$ cat src/rtl/shared_delay_scheduler_if.sv
// Request/grant bundle between requesters and the shared delay scheduler.
interface shared_delay_scheduler_if #(
    parameter int WIDTH = 4
) ();
    logic [1:0]       req;
    logic [WIDTH-1:0] len0;
    logic [WIDTH-1:0] len1;
    logic [1:0]       gnt;
    logic [1:0]       done;
    logic             busy;
    logic [WIDTH-1:0] count;

    modport master (
        output req, len0, len1,
        input  gnt, done, busy, count
    );

    modport slave (
        input  req, len0, len1,
        output gnt, done, busy, count
    );
endinterface

$ cat src/rtl/shared_delay_scheduler.sv
// Two requesters share one down counter; round-robin grant, fixed L+1 latency to done.
//   state | meaning
//   IDLE  | counter free, arbitrate pending requests
//   RUN   | owner holds counter, counting down to zero
//   DONE  | one-cycle done pulse to owner, then release
module shared_delay_scheduler #(
    parameter int WIDTH = 4
) (
    input  logic                     clk,
    input  logic                     rst_n,
    shared_delay_scheduler_if.slave  bus
);
    typedef enum logic [1:0] {IDLE, RUN, DONE} state_t;

    state_t           state_q, state_d;
    logic [1:0]       gnt_q, gnt_d;
    logic [1:0]       done_q, done_d;
    logic [WIDTH-1:0] count_q, count_d;
    logic             last_q, last_d;
    logic             owner;
    logic             win;

    assign owner     = gnt_q[1];
    assign bus.gnt   = gnt_q;
    assign bus.done  = done_q;
    assign bus.count = count_q;
    assign bus.busy  = (state_q != IDLE);

    always_ff @(posedge clk) begin
        if (!rst_n) begin
            state_q <= IDLE;
            gnt_q   <= 2'b00;
            done_q  <= 2'b00;
            count_q <= {WIDTH{1'b1}};
            last_q  <= 1'b1;
        end else begin
            state_q <= state_d;
            gnt_q   <= gnt_d;
            done_q  <= done_d;
            count_q <= count_d;
            last_q  <= last_d;
        end
    end

    always_comb begin
        state_d = state_q;
        gnt_d   = gnt_q;
        done_d  = 2'b00;
        count_d = count_q;
        last_d  = last_q;
        win     = 1'b0;
        case (state_q)
            IDLE: begin
                if (bus.req != 2'b00) begin
                    // On a tie the requester not served last time wins
                    win     = (bus.req == 2'b11) ? ~last_q : bus.req[1];
                    gnt_d   = win ? 2'b10 : 2'b01;
                    count_d = win ? bus.len1 : bus.len0;
                    state_d = RUN;
                end
            end
            RUN: begin
                if (!bus.req[owner]) begin
                    state_d = IDLE;
                    gnt_d   = 2'b00;
                    last_d  = owner;
                end else if (count_q == '0) begin
                    state_d = DONE;
                    done_d  = gnt_q;
                end else begin
                    count_d = count_q - 1'b1;
                end
            end
            DONE: begin
                state_d = IDLE;
                gnt_d   = 2'b00;
                last_d  = owner;
            end
            default: begin
                state_d = IDLE;
                gnt_d   = 2'b00;
            end
        endcase
    end
endmodule

$ cat src/flat_wrapper.sv
// flat-port wrapper written by rule: the top's interface ports become plain ports
module shared_delay_scheduler_flat 
#(
    parameter int WIDTH = 4
)
  (clk, rst_n, bus_req, bus_len0, bus_len1, bus_gnt, bus_done, bus_busy, bus_count);
  shared_delay_scheduler_if #(.WIDTH(WIDTH)) bus_i ();
  input  logic clk;
  input  logic rst_n;
  input wire logic [$bits(bus_i.req)-1:0] bus_req;
  input wire logic [$bits(bus_i.len0)-1:0] bus_len0;
  input wire logic [$bits(bus_i.len1)-1:0] bus_len1;
  output wire logic [$bits(bus_i.gnt)-1:0] bus_gnt;
  output wire logic [$bits(bus_i.done)-1:0] bus_done;
  output wire logic [$bits(bus_i.busy)-1:0] bus_busy;
  output wire logic [$bits(bus_i.count)-1:0] bus_count;
  assign bus_i.req = bus_req;
  assign bus_i.len0 = bus_len0;
  assign bus_i.len1 = bus_len1;
  assign bus_gnt = bus_i.gnt;
  assign bus_done = bus_i.done;
  assign bus_busy = bus_i.busy;
  assign bus_count = bus_i.count;
  shared_delay_scheduler #(.WIDTH(WIDTH)) u_core (.clk(clk), .rst_n(rst_n), .bus(bus_i));
endmodule
$ cat config.mk
export PLATFORM = sky130hd
export DESIGN_NAME = shared_delay_scheduler_flat
export DESIGN_NICKNAME = d
export VERILOG_FILES = /design/src/rtl/shared_delay_scheduler_if.sv /design/src/rtl/shared_delay_scheduler.sv /design/src/flat_wrapper.sv
export SDC_FILE = /design/constraint.sdc
export NUM_CORES = 1
export LEC_CHECK = 0
export CAP_MARGIN = 20
export CORE_UTILIZATION = 29
export DETAILED_ROUTE_END_ITERATION = 6
export GPL_ROUTABILITY_DRIVEN = 0
export PLACE_DENSITY = 0.62
export SYNTH_ARGS = -nofsm -noshare
export SYNTH_HDL_FRONTEND = slang
export SYNTH_SLANG_ARGS = --single-unit
$ cat constraint.sdc
create_clock -name clk -period 3.1 [get_ports clk]
set_clock_uncertainty 0.15 [all_clocks]
set_input_delay 0.31 -clock clk [delete_from_list [all_inputs] [get_ports clk]]
set_output_delay 0.31 -clock clk [all_outputs]
set_load 0.01 [all_outputs]
==> summary.md <==
| Metric | Value |
|---|---|
| Slew headroom | 73.2% |
| HP Class | register to register |
| Max-Cap Viols | 0 |
| Achievable Freq | 499 MHz |
| Max clock buf depth | 2 |
| CTS tree | yes |
| CP required | 2.64 ns |
| Total GRT Usage | 15.0% |
| Asr flop ratio synth | 0% |
| Clk Latency, worst-skew pair | 0.27 ns |
| Starting Density | between 30 and 40% |
| Synth Instances | 77 |
| Worst reg2reg path depth | 4 |
| TNS Setup | 0 ns |
| Post-Syn Area per Cell | 8.71 um2 |
| Top-count cell post-synth | dfxtp_1 |
| Nets | 112 |
| Post-CTS resize count | 0 |
| Post-synth EDFFs | 0 |
| Slew Limit Fails | 0 |
| Total wire length | 1.55 mm |
| Die area | 2510 um2 |
| Top sig layer | met4 |
| RSZ-0062 raised after global routing | false |
| P per Cell Area | 402 nW/um2 |
| Post-DP Area | 883 um2 |
| Area grow syn2layout | 35.6% |
| CP startpoint kind | register |
| FF-to-FF End | u_core.bus.count[1] |
| Hold Path Origin | u_core.bus.gnt[0] |
| Fillers | about 210 |
| Worst r2r src | u_core.state_q[0] |
| Die Wd | 50.1 um |
| Yosys reg bits | 11 |
| Post-synth net total | 90 |
| Wire per inst | 12.3 um |
| Total CTS buffers | 3 |
| WL met2 | 669 um |
| Pin count of the biggest net entering global routing | 11 |
| DRT antenna net count | 0 |
| Top FF cell, synth | dfxtp_1 |
| Peak supply drop | 190 uV |
| Reg-to-reg slack, setup | between 1 and 1.5 ns |
| CP Capture Type | primary output |
| Synth top area share | 32.8% |
| Wl on met1 | a little under 800 um |
| Synth warn | 0 |
| Post-synth top cells | 11 x dfxtp_1, 9 x inv_1, 6 x nand2_1 |
| Vias/cell | slightly above 5 |
| HPWL Detailed | ~1.2 mm |
| Synthesized area | 671 um2 |
| Status | completed |
| Largest area contributor in the netlist | dfxtp_1 |
| Cell row count | 17 |
| Crit path time final | 2.00 ns |
| Number of global-route vias before repair | 616 |
| Post-route cell area | 910 um2 |
| IO Pins | 21 |
| Final setup viols | 0 |
| CP Cell Sequence | inv_1, nand2_1, clkdlybuf4s50_1 |
| Part of the Yosys area used for sequential elements | 32.8% |
| Port bufs | 20 |
| Final core utilization | 41.5% |
| Hold Path Stages | 2 |
| Reg clk slew, reported paths | 0.07 ns |
| CP max-delay cell | clkdlybuf4s50_1 |
| Placed insts | 122 |
| Worst path max stage delay | 0.53 ns |
| Inserted Diodes | 0 |
| First-pass GRT wire length | between 2 and 3 mm |
| GRT overflow | 0 |
| WP data arrival | between 1.5 and 2 ns |
| Pre-antenna DRT Iters | 2 |
| Hold EP | u_core.bus.done[0] |
| Post-route insts no fill | about 130 |
| Final Cycle Share | 64.6% |
| Least-Margin Pin Slew | 0.400 ns |
| Post-CTS Setup Bufs | 0 |
| Via total after detailed routing | 640 |
| Initial DRC count | 11 |
| Met3 WL | approximately 75 um |
| Core area | 2190 um2 |
| Htree depth | 1 |
| Share of layout cells above drive strength 1 | between 10% and 20% |
| Max Fanout on Critical Path | 9 |
| Synth cell types | 35 |
| DRC errors left | 0 |
| Chip Height | roughly 50 um |
| CTS sink count | 11 |
| Synth area leaders | dfxtp_1 33%, inv_1 5.0%, mux2_2 5.0% |
| Final hold violations | 0 |
| Initial antenna violation count | 0 |
| Leak Pwr | ~0.38 nW |
| CTS Hold Buffers Added | 0 |
| Cell chosen for the clock root | clkbuf_4 |
| CP Class | register to primary output |
-- metrics by stage --
| step | setup slack, ns | total power [mW] | hold slack [ns] |
|---|---|---|---|
| 2_1_floorplan | 1.61 | 0.225 | 0.249 |
| 3_3_place_gp | 1.05 | 0.267 | 0.310 |
| 6_report | 1.10 | 0.365 | 0.312 |
| 5_1_grt | 0.960 | 0.387 | 0.338 |
| 3_5_place_dp | 1.03 | 0.267 | 0.305 |
| 4_1_cts | 1.10 | 0.368 | 0.315 |
-- cell type report --
| type | instances | area, um2 | area share, % |
|---|---|---|---|
| Clock buffer | 4 | 26.3 | 2.89 |
| Inverter | 9 | 33.8 | 3.71 |
| Multi-Input combinational cell | 54 | 394 | 43.3 |
| Sequential cell | 11 | 220 | 24.2 |
| Tap cell | 28 | 35.0 | 3.85 |
| Timing Repair Buffer | 20 | 200 | 22.0 |
-- worst max path at each step --
stage	endpoint	start	depth (start not counted)
2_1_floorplan	u_core.bus.count[0]	u_core.bus.count[0]	5
3_3_place_gp	u_core.bus.count[0]	bus_req[1]	5
3_5_place_dp	u_core.bus.count[3]	bus_req[1]	5
4_1_cts	bus_busy	u_core.state_q[0]	3
5_1_grt	bus_busy	u_core.state_q[0]	3
6_report	bus_busy	u_core.state_q[0]	3
-- per-layer routing --
layer	up-vias	GRT usage, %
met2	19	23.3
met1	296	18.4
met4	0	8.57
met3	4	3.70
met5	-	0
li1	321	-
-- placed cells by master (no fill, tap or decap), drive strengths merged, types with 2 or more instances in the layout --
master         Yosys  layout
nand2b             2       2
clkbuf             0       4
mux2               3       3
dfxtp             11      11
a21oi              5       5
inv                9       9
clkdlybuf4s50      0      20
o211ai             3       3
nor2               5       5
nor2b              2       2
nand2              6       6
nor3               3       3
o21ai              4       4
-- worst max-delay path: cells and delay by family (launching register included) --
family        cells  cell delay (ns)
flops             1             0.51
buf+inv           2             0.68
simple gates      1             0.10
-- sequential cells by signal, indices dropped and copies added (netlist names) --
signal            cells
u_core.bus.count      4
u_core.bus.done       2
u_core.bus.gnt        2
u_core.state_q        2
u_core.last_q         1
-- power breakdown --
part           internal [mW]  leakage, nW  switching, mW
clock network         0.0498       0.0150         0.0509
registers              0.152       0.0906         0.0160
logic                 0.0547        0.270         0.0422
total                  0.256        0.375          0.109
-- cell families after synthesis --
family,synth area share [%]
xor gates and xnor gates,1.31
adders and majority gates,1.87
buffers and inverters,8.39
and+or+nand+nor,19.8
AOI/OAI and AO/OA,29.3
DFF,32.8
muxes,6.53
No activity file was read; power rests on OpenSTA's default activity.
